[config.mk]
export PLATFORM = sky130hd
export DESIGN_NAME = fp_mul_seq_ctrl
export DESIGN_NICKNAME = d
export VERILOG_FILES = /design/src/rtl/fp_mul_seq_ctrl_pkg.sv /design/src/rtl/fp_mul_rne_round.sv /design/src/rtl/fp_mul_seq_ctrl.sv
export SDC_FILE = /design/constraint.sdc
export NUM_CORES = 1
export LEC_CHECK = 0
export CORE_MARGIN = 5
export CORE_UTILIZATION = 49
export CTS_CLUSTER_DIAMETER = 40
export CTS_CLUSTER_SIZE = 8
export DETAILED_ROUTE_END_ITERATION = 16
export PLACE_DENSITY = 0.72
export SETUP_SLACK_MARGIN = 0.15
export SYNTH_ARGS = -nofsm -noshare
export SYNTH_HDL_FRONTEND = slang
export SYNTH_HIERARCHICAL = 1
export SYNTH_SLANG_ARGS = --single-unit
export TNS_END_PERCENT = 1
[constraint.sdc]
create_clock -name clk -period 10.8 [get_ports clk]
set_clock_uncertainty 0.1 [all_clocks]
set_input_delay 2.7 -clock clk [delete_from_list [all_inputs] [get_ports clk]]
set_output_delay 2.7 -clock clk [all_outputs]
set_load 0.01 [all_outputs]
[src/rtl/fp_mul_seq_ctrl_pkg.sv]
// Shared constants for the sequential binary32 multiplier controller:
// default field widths, FSM state encodings and flag bit positions.
package fp_mul_seq_ctrl_pkg;

    localparam int EXP_WIDTH_DEF = 8;
    localparam int MAN_WIDTH_DEF = 23;
    localparam int BIAS_DEF      = 127;

    // Controller states, kept as plain 2-bit constants for legacy tooling.
    localparam logic [1:0] ST_IDLE  = 2'd0;
    localparam logic [1:0] ST_ITER  = 2'd1;
    localparam logic [1:0] ST_ROUND = 2'd2;
    localparam logic [1:0] ST_OUT   = 2'd3;

    // Bit positions inside out_flags = {overflow, underflow, invalid}.
    localparam int FLAG_OVF = 2;
    localparam int FLAG_UNF = 1;
    localparam int FLAG_INV = 0;

endpackage

[src/rtl/fp_mul_rne_round.sv]
// Round-to-nearest-even of the raw significand product. Picks the 23 kept
// fraction bits and guard/round/sticky according to where the leading one
// landed, then rounds. A carry out of the rounded fraction means the
// significand became 10.000..0, i.e. 1.000..0 with the exponent bumped.
module fp_mul_rne_round #(
    parameter int MAN_WIDTH = 23
) (
    input  logic [2*MAN_WIDTH+1:0] prod,
    output logic                   carry,
    output logic [MAN_WIDTH-1:0]   man,
    output logic                   exp_inc
);

    logic [MAN_WIDTH-1:0] frac;
    logic                 guard;
    logic                 round_bit;
    logic                 sticky;
    logic                 inc;

    // Normalise by one position when the product is >= 2.0, then apply RNE.
    always_comb begin
        // NOTE: every output of a combinational block gets a default first, so
        // no path can leave it unassigned and infer a latch.
        carry     = prod[2*MAN_WIDTH+1];
        frac      = '0;
        guard     = 1'b0;
        round_bit = 1'b0;
        sticky    = 1'b0;
        if (carry) begin
            frac      = prod[2*MAN_WIDTH:MAN_WIDTH+1];
            guard     = prod[MAN_WIDTH];
            round_bit = prod[MAN_WIDTH-1];
            sticky    = |prod[MAN_WIDTH-2:0];
        end else begin
            frac      = prod[2*MAN_WIDTH-1:MAN_WIDTH];
            guard     = prod[MAN_WIDTH-1];
            round_bit = prod[MAN_WIDTH-2];
            sticky    = |prod[MAN_WIDTH-3:0];
        end
        inc            = guard & (round_bit | sticky | frac[0]);
        {exp_inc, man} = {1'b0, frac} + {{MAN_WIDTH{1'b0}}, inc};
    end

endmodule

[src/rtl/fp_mul_seq_ctrl.sv]
// Multi-cycle binary32 multiplier controller. Takes one operand pair over
// valid/ready, short-circuits special operands, otherwise runs one shift-add
// step per cycle on the significands, rounds, and presents the packed result
// until the consumer takes it. Exactly one operation is ever in flight.
module fp_mul_seq_ctrl
    import fp_mul_seq_ctrl_pkg::*;
#(
    parameter int EXP_WIDTH = EXP_WIDTH_DEF,
    parameter int MAN_WIDTH = MAN_WIDTH_DEF,
    parameter int BIAS      = BIAS_DEF
) (
    input  logic                           clk,
    input  logic                           rst_n,
    input  logic                           in_valid,
    output logic                           in_ready,
    input  logic [EXP_WIDTH+MAN_WIDTH:0]   in_a,
    input  logic [EXP_WIDTH+MAN_WIDTH:0]   in_b,
    output logic                           out_valid,
    input  logic                           out_ready,
    output logic [EXP_WIDTH+MAN_WIDTH:0]   out_result,
    output logic [2:0]                     out_flags,
    output logic                           busy
);

    localparam int W      = 1 + EXP_WIDTH + MAN_WIDTH;
    localparam int SIG_W  = MAN_WIDTH + 1;           // significand incl. hidden 1
    localparam int PROD_W = 2 * SIG_W + 1;           // shift-add register
    localparam int CNT_W  = $clog2(SIG_W + 1);
    localparam int EW     = EXP_WIDTH + 2;           // signed exponent arithmetic

    localparam logic [EXP_WIDTH-1:0] EXP_ONES = '1;
    localparam logic [W-1:0]         QNAN     = {1'b0, EXP_ONES, 1'b1, {(MAN_WIDTH-1){1'b0}}};
    localparam logic signed [EW-1:0] EXP_TOP  = EW'((1 << EXP_WIDTH) - 1);
    localparam logic signed [EW-1:0] EXP_ZERO = '0;

    // Operand fields.
    logic                 sa, sb;
    logic [EXP_WIDTH-1:0] ea, eb;
    logic [MAN_WIDTH-1:0] fa, fb;
    assign {sa, ea, fa} = in_a;
    assign {sb, eb, fb} = in_b;

    // Controller state and datapath registers.
    logic [1:0]           state;
    logic [CNT_W-1:0]     cnt;
    logic [PROD_W-1:0]    prod;
    logic [MAN_WIDTH-1:0] man_a;
    logic [EXP_WIDTH-1:0] exp_a, exp_b;
    logic                 sign;

    // Special-operand classification of the pair on the input port.
    logic           spec_hit;
    logic [W-1:0]   spec_result;
    logic [2:0]     spec_flags;

    // One shift-add step and the rounding results.
    logic [PROD_W-1:0]    prod_add, prod_next;
    logic                 rnd_carry, rnd_exp_inc;
    logic [MAN_WIDTH-1:0] rnd_man;
    logic signed [EW-1:0] exp_calc;

    assign in_ready  = (state == ST_IDLE);
    assign out_valid = (state == ST_OUT);
    assign busy      = (state != ST_IDLE);

    // Classify the incoming pair: NaN and inf*zero beat the other specials,
    // and a zero exponent (zero or flushed denormal) counts as zero.
    always_comb begin
        logic a_zero, b_zero, a_inf, b_inf, a_nan, b_nan;
        a_zero      = (ea == '0);
        b_zero      = (eb == '0);
        a_inf       = (ea == EXP_ONES) && (fa == '0);
        b_inf       = (eb == EXP_ONES) && (fb == '0);
        a_nan       = (ea == EXP_ONES) && (fa != '0);
        b_nan       = (eb == EXP_ONES) && (fb != '0);
        spec_hit    = 1'b1;
        spec_result = '0;
        spec_flags  = '0;
        if (a_nan || b_nan || (a_inf && b_zero) || (b_inf && a_zero)) begin
            spec_result          = QNAN;
            spec_flags[FLAG_INV] = 1'b1;
        end else if (a_inf || b_inf) begin
            spec_result = {sa ^ sb, EXP_ONES, {MAN_WIDTH{1'b0}}};
        end else if (a_zero || b_zero) begin
            spec_result = {sa ^ sb, {(W-1){1'b0}}};
        end else begin
            spec_hit = 1'b0;
        end
    end

    // Shift-add step: add {01,man_a} into the upper part when the current
    // multiplier bit is set, then shift the whole register right by one.
    always_comb begin
        prod_add = prod;
        if (prod[0]) begin
            prod_add[PROD_W-1:SIG_W] = prod[PROD_W-1:SIG_W] + {2'b01, man_a};
        end
        prod_next = prod_add >> 1;
    end

    fp_mul_rne_round #(
        .MAN_WIDTH (MAN_WIDTH)
    ) u_round (
        .prod    (prod[2*SIG_W-1:0]),
        .carry   (rnd_carry),
        .man     (rnd_man),
        .exp_inc (rnd_exp_inc)
    );

    // Biased result exponent; two extra bits expose both overflow and the
    // negative underflow range.
    assign exp_calc = EW'(exp_a) + EW'(exp_b) - EW'(BIAS)
                    + EW'(rnd_carry) + EW'(rnd_exp_inc);

    // Controller FSM with its counter, operand latches and result registers.
    always_ff @(posedge clk or negedge rst_n) begin
        // NOTE: state registers use non-blocking assignments so every register
        // samples pre-edge values regardless of statement order.
        if (!rst_n) begin
            state      <= ST_IDLE;
            cnt        <= '0;
            prod       <= '0;
            man_a      <= '0;
            exp_a      <= '0;
            exp_b      <= '0;
            sign       <= 1'b0;
            out_result <= '0;
            out_flags  <= '0;
        end else begin
            unique case (state)
                ST_IDLE: begin
                    if (in_valid) begin
                        sign  <= sa ^ sb;
                        exp_a <= ea;
                        exp_b <= eb;
                        man_a <= fa;
                        prod  <= {{(SIG_W+1){1'b0}}, 1'b1, fb};
                        cnt   <= CNT_W'(SIG_W);
                        if (spec_hit) begin
                            out_result <= spec_result;
                            out_flags  <= spec_flags;
                            state      <= ST_OUT;
                        end else begin
                            state <= ST_ITER;
                        end
                    end
                end
                ST_ITER: begin
                    prod <= prod_next;
                    cnt  <= cnt - 1'b1;
                    if (cnt == CNT_W'(1)) begin
                        state <= ST_ROUND;
                    end
                end
                ST_ROUND: begin
                    out_flags <= '0;
                    if (exp_calc >= EXP_TOP) begin
                        out_result           <= {sign, EXP_ONES, {MAN_WIDTH{1'b0}}};
                        out_flags[FLAG_OVF]  <= 1'b1;
                    end else if (exp_calc <= EXP_ZERO) begin
                        out_result           <= {sign, {(W-1){1'b0}}};
                        out_flags[FLAG_UNF]  <= 1'b1;
                    end else begin
                        out_result <= {sign, exp_calc[EXP_WIDTH-1:0], rnd_man};
                    end
                    state <= ST_OUT;
                end
                ST_OUT: begin
                    if (out_ready) begin
                        state <= ST_IDLE;
                    end
                end
                default: state <= ST_IDLE;
            endcase
        end
    end

endmodule
**Yosys cells after proc, flatten, opt, wreduce, memory -nomap -nowiden**

Cells that the tools add are included.
W data, S select, Z words.

- Add/subtract/negate cells: 7
- Magnitude comparators: 2
- Equal/unequal tests: 10
- Multiplexer cells: 32
- Bitwise operators: 4
- Reductions and logical operators: 27

Operators by type and width:

| kind | number |
|---|---|
| $mux W32 | 5 |
| $pmux W49 S2 | 1 |
| $pmux W32 S2 | 1 |
| $mux W31 | 2 |
| $mux W49 | 1 |
| $logic_not A23 Y1 | 2 |
| $reduce_bool A23 Y1 | 2 |
| $add A25 B24 Y25 | 1 |
| $mux W25 | 1 |
| $add A23 B1 Y24 | 1 |
| $mux W23 | 1 |
| $reduce_or A22 Y1 | 1 |
| $reduce_or A21 Y1 | 1 |
| $add A10 B1 Y10 | 2 |
| $eq A8 B8 Y1 const B | 2 |
| $logic_not A8 Y1 | 2 |
| $ge A10 B9 Y1 const B | 1 |
| $le A10 B1 Y1 const B | 1 |
| $mux W1 | 10 |
| $pmux W5 S2 | 1 |
| $sub A9 B7 Y10 const B | 1 |
| $add A8 B8 Y9 | 1 |
| $mux W2 | 4 |
| $pmux W2 S4 | 1 |
| other kinds (18) | 36 |

- Bits in registers: 131
- Input bits: 68
- Output and inout bits: 38

**Depth between registers and ports, before layout**

Gate-level depths: netlist of the first run.

- Depth in word-level cells: 11
- Depth in mapped cells: 18
- Mapped depth without buffers: 16

**Hierarchy**

The synthesis of the first run kept the hierarchy.

By module, submodules not included:

| module | instances | cells each | area an instance (um^2) |
|---|---|---|---|
| fp_mul_seq_ctrl | 1 | 691 | 7234.4 |
| fp_mul_rne_round | 1 | 160 | 1171.1 |

**Worst setup path before layout of the first run**

No wires, ideal clock.

- Path kind: in2reg
- From: input port in_a[16]
- To: register out_result[26]
- Setup time: 0.126 ns
- Arrival: 4.403 ns
- Required time: 10.574 ns
- Path slack: 6.170 ns
- Stages on the path: 8
- Path through: nor4_1 > nand4_1 > or3b_1 > a22o_1 > nor3b_1 > nor2_1 > o21a_1 > a221o_1

- Longest elaborated chain between the ends: 9

RTL lines:

| item | line | RTL |
|---|---|---|
| from (decl) | fp_mul_seq_ctrl.sv:16 | `input logic [EXP_WIDTH+MAN_WIDTH:0] in_a,` |
| $reduce_bool A23 Y1 / $logic_not A23 Y1 (equally long branches) | fp_mul_seq_ctrl.sv:74, fp_mul_seq_ctrl.sv:72 |  |
| $logic_and A1 B1 Y1, on equally long branches | fp_mul_seq_ctrl.sv:74, fp_mul_seq_ctrl.sv:72 |  |
| $logic_or A1 B1 Y1 / $logic_and A1 B1 Y1 (equally long branches) | fp_mul_seq_ctrl.sv:79 | `if (a_nan \|\| b_nan \|\| (a_inf && b_zero) \|\| (b_inf && a_zero)) begin` |
| $logic_or A1 B1 Y1 (2 in series) | fp_mul_seq_ctrl.sv:79 |  |
| $mux W32 | fp_mul_seq_ctrl.sv:79 |  |
| $mux W32 | fp_mul_seq_ctrl.sv:139 | `if (spec_hit) begin` |
| $mux W32 | fp_mul_seq_ctrl.sv:132 | `if (in_valid) begin` |
| $pmux W32 S2 | fp_mul_seq_ctrl.sv:130 | `unique case (state)` |
| to (signal assigned) | fp_mul_seq_ctrl.sv:140 | `out_result <= spec_result;` |
| to (signal assigned) | fp_mul_seq_ctrl.sv:158 | `out_result <= {sign, EXP_ONES, {MAN_WIDTH{1'b0}}};` |
| to (signal assigned) | fp_mul_seq_ctrl.sv:161 | `out_result <= {sign, {(W-1){1'b0}}};` |
| to (decl) | fp_mul_seq_ctrl.sv:20 | `output logic [EXP_WIDTH+MAN_WIDTH:0] out_result,` |

Several ways; a longest one is shown, not always the timed one. The select of a mux whose other input is x is not followed.
A chain may end at the register's enable or synchronous reset.

**Final worst setup path of the first run**

- From: register prod[47]
- To: register out_result[22]

- Longest elaborated chain between the ends: 10

RTL lines:

| item | line | RTL |
|---|---|---|
| from (decl) | fp_mul_seq_ctrl.sv:46 | `logic [PROD_W-1:0] prod;` |
| from (signal assigned) | fp_mul_seq_ctrl.sv:137 | `prod <= {{(SIG_W+1){1'b0}}, 1'b1, fb};` |
| from (signal assigned) | fp_mul_seq_ctrl.sv:149 | `prod <= prod_next;` |
| $mux W1 | fp_mul_rne_round.sv:29 | `if (carry) begin` |
| $or A1 B1 Y1 (2 in series) | fp_mul_rne_round.sv:40 | `inc = guard & (round_bit \| sticky \| frac[0]);` |
| $and A1 B1 Y1 | fp_mul_rne_round.sv:40 |  |
| $add A23 B1 Y24 * | fp_mul_rne_round.sv:41 | `{exp_inc, man} = {1'b0, frac} + {{MAN_WIDTH{1'b0}}, inc};` |
| named net rnd_exp_inc | fp_mul_seq_ctrl.sv:58 | `logic rnd_carry, rnd_exp_inc;` |
| $add A10 B1 Y10 * | fp_mul_seq_ctrl.sv:113 | `+ EW'(rnd_carry) + EW'(rnd_exp_inc);` |
| $le A10 B1 Y1 | fp_mul_seq_ctrl.sv:160 | `end else if (exp_calc <= EXP_ZERO) begin` |
| $mux W31 | fp_mul_seq_ctrl.sv:160 |  |
| $mux W31 * | fp_mul_seq_ctrl.sv:157 | `if (exp_calc >= EXP_TOP) begin` |
| $pmux W32 S2 * | fp_mul_seq_ctrl.sv:130 |  |
| to (signal assigned) | fp_mul_seq_ctrl.sv:158 |  |
| to (signal assigned) | fp_mul_seq_ctrl.sv:161 |  |
| to (signal assigned) | fp_mul_seq_ctrl.sv:164 | `out_result <= {sign, exp_calc[EXP_WIDTH-1:0], rnd_man};` |

The timed path passes the listed nets; every way through them passes the cells marked *.

==> flow_metrics.tcl, run 1 <==
set metrics [dict create \
    synthTopCellsByArea "dfrtp_1 39%, ha_1 6.7%, mux2i_1 6.3%" \
    cts.sinks 130 \
    power_density_mw_per_mm2 307 \
    finalCritPeriodShare_pct 52.9 \
    drt_pre_antenna_iters 5 \
    die_area_mm2 0.0199 \
    clkTransAtPathRegs_ns 0.06 \
    syn_inst 851 \
    multi_input_area_mm2 0.00486 \
    leakage_uw 0.00424 \
    critical_path_buf_inv_count 1 \
    finalSetupViolCount 0 \
    antenna_found_initial 0 \
    drc 0 \
    hold_viol_final 0 \
    fin_crit_ns 5.71 \
    yosysTopAreaCell "dfrtp_1" \
    synth_area_per_cell_um2 9.88 \
    ant_nets 0 \
    syn2layout_area_growth_pct 21.4 \
    grt_overflow 0 \
    dp_hpwl_um 14900 \
    grt_pass1_wl_um 33300 \
    synthArstFlopShare_pct 100 \
    yosysMostFrequentCell "dfrtp_1" \
    io_pins 106 \
    drive_gt1_share_pct 11.0 \
    die_w_um 141 \
    synth_edf_count 0 \
    hold_path.class "register to register" \
    yosys_register_bits 130 \
    synth_top_cell_area_share_pct 38.7 \
    critPathMaxStageDelay_ns 1.10 \
    grt_max_degree 72 \
    slew_violations 0 \
    totalWireLength_um 20100 \
    fill_cells 1435 \
    cts-buffers-inserted 17 \
    post_cts_buffers 0 \
    register_area_mm2 0.00325 \
    yosys-top-cells-count "130 x dfrtp_1, 68 x o21ai_0, 63 x nand2_1" \
    die_y_um 141 \
    cp_data_arrival_time_ns 5.97 \
    gp_congestion 0.860 \
    cts_buffer_depth 2 \
    clk_latency_ns 0.43 \
    initialDrtViolationCount 529 \
    max-vdd-ir-drop_v 0.000143 \
    core_region_area_mm2 0.0167 \
    synth_nets 967 \
    crit_chain "mux2i_1 > or2_0 > or3_4 > nor2_1 > inv_1 > fa_1 > fa_1 > nor2b_1 > o31a_1 > o31a_4 > nor3_1 > nor3_1 > o32ai_1 > a2111oi_4 > a221o_1" \
    clockRootBuffer "clkbuf_16" \
    synth-main-ff-cell "dfrtp_1" \
    crit_type "register to register" \
    slew_headroom_pct 21.4 \
    rrSetupSlack_ns 5.09 \
    crit_family "compound AO/OA/AOI/OAI gates" \
    tightestPinTransition_ns 1.18 \
    htreeDepth 4 \
    num_vias 6757 \
    cp.required_ns 11.06 \
    fmax_mhz 175 \
    post_cts_resized 0 \
    yosysSeqAreaShare_pct 38.7 \
    setup_tns_ns 0 \
    grt_pass1_vias 6563 \
    via_per_inst 5.75 \
    io_buffers 105 \
    wl_per_cell_um 17.1 \
    start_util_pct 50.3 \
    status "completed" \
    synth.cell_area_mm2 0.00841 \
    yosys_warnings 6 \
    n_antenna_cell 0 \
    placementRows 47 \
    cts_hold_buf 0 \
    critical_path.max_fanout 43 \
    final_util_pct 61.1 \
    grt_setup_unrepaired "no" \
    ys_types 74 \
    worstSetupEndpointType "register" \
    final_nets 1059 \
    cp-start-kind "register" \
    cp_slowest_cell "a2111oi_4" \
    track_usage_pct 20.7 \
    drv_cap 0 \
    cts_tree "yes" \
]
==> state kept, by name, summed over array words and instances (netlist names) <==
signal,count
exp_b,8
exp_a,8
state,2
sign,1
out_flags,3
out_result,32
man_a,23
cnt,5
prod,48
==> path summary, 6_finish.rpt <==
check                          from              to  cells after the start
max in group asynchronous     rst_n  out_result[18]                      3
hold reg to reg                sign            sign                      2
hold / removal                 sign            sign                      2
min in group asynchronous     rst_n        prod[16]                      1
setup reg to reg           prod[47]  out_result[22]                     15
setup / recovery           prod[47]  out_result[22]                     15
==> metrics by stage <==
step	total power, uW	hold slack (ns)	setup slack [ns]	cells	instance area (um^2)
global placement	2520	0.365	4.69	1144	9620
finish	3130	0.380	5.09	1176	10200
detailed placement	2550	0.373	4.65	1144	9620
floorplan	2110	0.351	6.17	851	8410
global route	3380	0.413	4.57	1176	10200
CTS	3130	0.386	5.07	1176	10200
==> final cells by class <==
class | instances | share of cell area, %
clock buffers | 19 | 4.34
clock inverters | 13 | 1.34
inverters | 38 | 1.40
multi-input cells | 645 | 47.6
flip-flops and latches | 130 | 31.9
well taps | 220 | 2.70
repair buffers | 111 | 10.7
==> report_power, final <==
| group | total (uW) | internal, uW | switching (uW) |
|---|---|---|---|
| Clock | 565 | 345 | 220 |
| Combinational | 1650 | 766 | 885 |
| Sequential | 910 | 697 | 213 |
| Total | 3130 | 1810 | 1320 |
==> placed cells by master (no fill, tap or decap), types with 17 or more instances in the layout <==
master and n:
dfrtp_1 129, xnor2_1 27, inv_1 38, a21oi_1 37
clkdlybuf4s50_1 104, nor2_1 37, o21ai_0 68, ha_1 45
clkbuf_16 17, nand2_1 63, nand3_1 24, mux2i_1 53
nor4_1 27, xor2_1 31, mux2_2 44, nand4_1 20
a22o_1 27
==> cell families after synthesis <==
kind of cell,after synthesis,share of synthesized area (%)
fa+ha+maj,48,7.41
simple gates,234,14.8
buf+inv,76,3.84
xor+xnor,58,6.04
mux,97,12.2
compound gates,208,17.0
flops,130,38.7
==> tightest hold or removal path, delay by kind of cell (launching register included) <==
family | cells | cell delay (ns)
flip-flops | 1 | 0.34
AO/OA/AOI/OAI | 1 | 0.06
AND/OR/NAND/NOR | 1 | 0.04
==> routing by layer <==
metal	vias up	GRT usage, %	share of wire [%]
met4	0	6.22	1.5
met5	-	0	0
met1	3213	30.0	48
li1	3340	-	-
met2	172	31.6	45
met3	32	4.00	5.1
No activity file was read; power rests on OpenSTA's default activity.
==> inputs of run 2 (changes only) <==
--- a/config.mk
+++ b/config.mk
@@ -10,7 +10,7 @@
 export CTS_CLUSTER_DIAMETER = 40
 export CTS_CLUSTER_SIZE = 8
 export DETAILED_ROUTE_END_ITERATION = 16
-export PLACE_DENSITY = 0.72
+export PLACE_DENSITY = 0.75
 export SETUP_SLACK_MARGIN = 0.15
 export SYNTH_ARGS = -nofsm -noshare
 export SYNTH_HDL_FRONTEND = slang
==> constraint.sdc (replaced) <==
create_clock -name clk -period 4.7 [get_ports clk]
set_clock_uncertainty 0.1 [all_clocks]
set_input_delay 1.175 -clock clk [delete_from_list [all_inputs] [get_ports clk]]
set_output_delay 1.175 -clock clk [all_outputs]
set_load 0.01 [all_outputs]
==> run 2 against run 1 <==
- sequential cell count unchanged
- die area unchanged
- cell count increased by 2.0%
- sequential share of layout area decreased by 0.73 points
- maximum frequency increased by 31%
- global-route usage increased by 1.4 points
- wire length increased by 7.7%
- count of clock-buffer cells in the layout unchanged
- cell area increased by 2.5%
- largest cell class unchanged
- clock power increased by 150%
- largest power group unchanged
- critical path depth increased by 1
==> flow_metrics.tcl, run 2 (same netlist as run 1, synthesis figures left out) <==
set metrics [dict create \
    grt_setup_unrepaired "no" \
    leakage_uw 0.00438 \
    r2r_end "out_result[20]" \
    layout_common_cells "125 x dfrtp_1, 104 x clkdlybuf4s50_1, 68 x o21ai_0, 62 x nand2_1, 53 x mux2i_1" \
    cts_hold_buf 0 \
    cp_data_arrival_time_ns 4.58 \
    fin_ws_ns 0.326 \
    r2r_start "prod[29]" \
    use_met2_pct 33.9 \
    dp_hpwl_um 16100 \
    antenna_found_initial 0 \
    whs_ns 0.385 \
    cp.required_ns 4.91 \
    worstHoldStart "out_flags[0]" \
    die_w_um 141 \
    finalSetupViolCount 0 \
    track_usage_pct 22.0 \
    top_register "prod" \
    drt_pre_antenna_iters 5 \
    largest_reg_flops 48 \
    largestRegisters "prod (48), out_result (32), man_a (23)" \
    fin_crit_ns 4.37 \
    grtUsageMet1_pct 31.5 \
    n_antenna_cell 0 \
    slew_headroom_pct 33.4 \
    initialDrtViolationCount 512 \
    tightestPinTransition_ns 0.991 \
    gp_congestion 0.899 \
    grt_pass1_vias 6746 \
    max-vdd-ir-drop_v 0.000350 \
    cp-start-kind "register" \
    drc 0 \
    finalInstanceArea_mm2 0.0105 \
    htreeDepth 4 \
    clk_latency_ns 0.43 \
    use_met3_pct 3.86 \
    finalPower_uw 7510 \
    whs_path_depth 1 \
    die_y_um 141 \
    slew_violations 0 \
    hold_path.class "register to register" \
    die_area_mm2 0.0199 \
    cts_buffer_depth 2 \
    start_util_pct 50.3 \
    final_nets 1083 \
    hold_viol_final 0 \
    wl_per_cell_um 18.1 \
    reg2regPathDepth 16 \
    drv_cap 0 \
    placed_area_mm2 0.00981 \
    io_buffers 105 \
    rrSetupSlack_ns 0.33 \
    fmax_mhz 229 \
    power_density_mw_per_mm2 718 \
    finalCritPeriodShare_pct 93.1 \
    syn2layout_area_growth_pct 24.4 \
    cts-buffers-inserted 17 \
    crit_type "register to register" \
    setup_tns_ns 0 \
    final_common_cell "dfrtp_1" \
    min_to "out_flags[0]" \
    placementRows 47 \
    core_region_area_mm2 0.0167 \
    worstSetupEndpointType "register" \
    totalWireLength_um 21700 \
    grt_max_degree 72 \
    dp_slack_ns 0.205 \
    critical_path.max_fanout 22 \
    status "completed" \
    drive_gt1_share_pct 13.8 \
    cts_tree "yes" \
    num_vias 7017 \
    gr-max-usage-layer "met2" \
    clockRootBuffer "clkbuf_16" \
    via_per_inst 5.85 \
    ant_nets 0 \
    io_pins 106 \
    cts.sinks 130 \
    grt_pass1_wl_um 35200 \
    grt_overflow 0 \
    clkTransAtPathRegs_ns 0.06 \
]
==> run 2: cell types whose count changed in the layout (fill, tap and decap cells not counted), sizes merged <==
cell / before / now
clkinv: 6 / 4
bufinv: 2 / 4
clkinvlp: 4 / 5
buf: 7 / 31
inv: 39 / 38
==> run 2: area by class of cell <==
class / instances / area, um^2
fill: 1402 / 6240
multi-input combinational: 645 / 4860
sequential: 130 / 3260
timing repair buffer: 135 / 1290
clock buffer: 19 / 443
tap: 220 / 275
clock inverter: 13 / 185
inverter: 38 / 143
==> run 2: worst max path at each step <==
stage | startpoint | cells past startpoint | end | slack, ns
floorplan | prod[29] | 18 | out_result[10] | 0.55
global placement | prod[29] | 16 | out_result[18] | 0.30
detailed placement | prod[29] | 16 | out_result[17] | 0.20
CTS | prod[29] | 16 | out_result[12] | 0.20
global route | prod[23] | 16 | out_result[20] | 0.06
finish | prod[29] | 16 | out_result[20] | 0.33
==> run 2: critical path, stage by stage, from the launching register on <==
cell and delay [ns]:
dfrtp_2 0.47, nand4_2 0.17, or2_1 0.34, or3_4 0.40, nor2_1 0.11, inv_1 0.06, fa_1 0.44, fa_1 0.41
nor2b_1 0.15, o21ai_0 0.09, a21o_1 0.20, nor4_1 0.28, nand4_1 0.18, a32oi_2 0.31, a2111oi_4 0.10, buf_6 0.20
a22o_1 0.24
==> run 2: layer usage <==
layer / part of all wire [%] / vias to the layer above
met1: 46 / 3358
met4: 2.2 / 0
met5: 0 / -
met3: 5.9 / 45
li1: - / 3398
met2: 46 / 216
==> run 2: repair_timing <==
item	CTS	global route
gates resized for setup	0	8
setup endpoints to repair	0	30
buffers inserted	0	1
==> run 2: report_power, final <==
part           internal (uW)  switching (uW)  leakage (uW)  total, uW
logic                   1870            2230       0.00246       4100
clock network            899             507      0.000291       1410
registers               1600             391       0.00163       2000
total                   4370            3130       0.00438       7510
==> run 2: per-stage QoR <==
step,std cells,util (%)
3_3_place_gp,1167,58.7
3_5_place_dp,1167,58.7
6_report,1200,62.6
5_1_grt,1200,62.6
4_1_cts,1199,62.5
2_1_floorplan,851,-
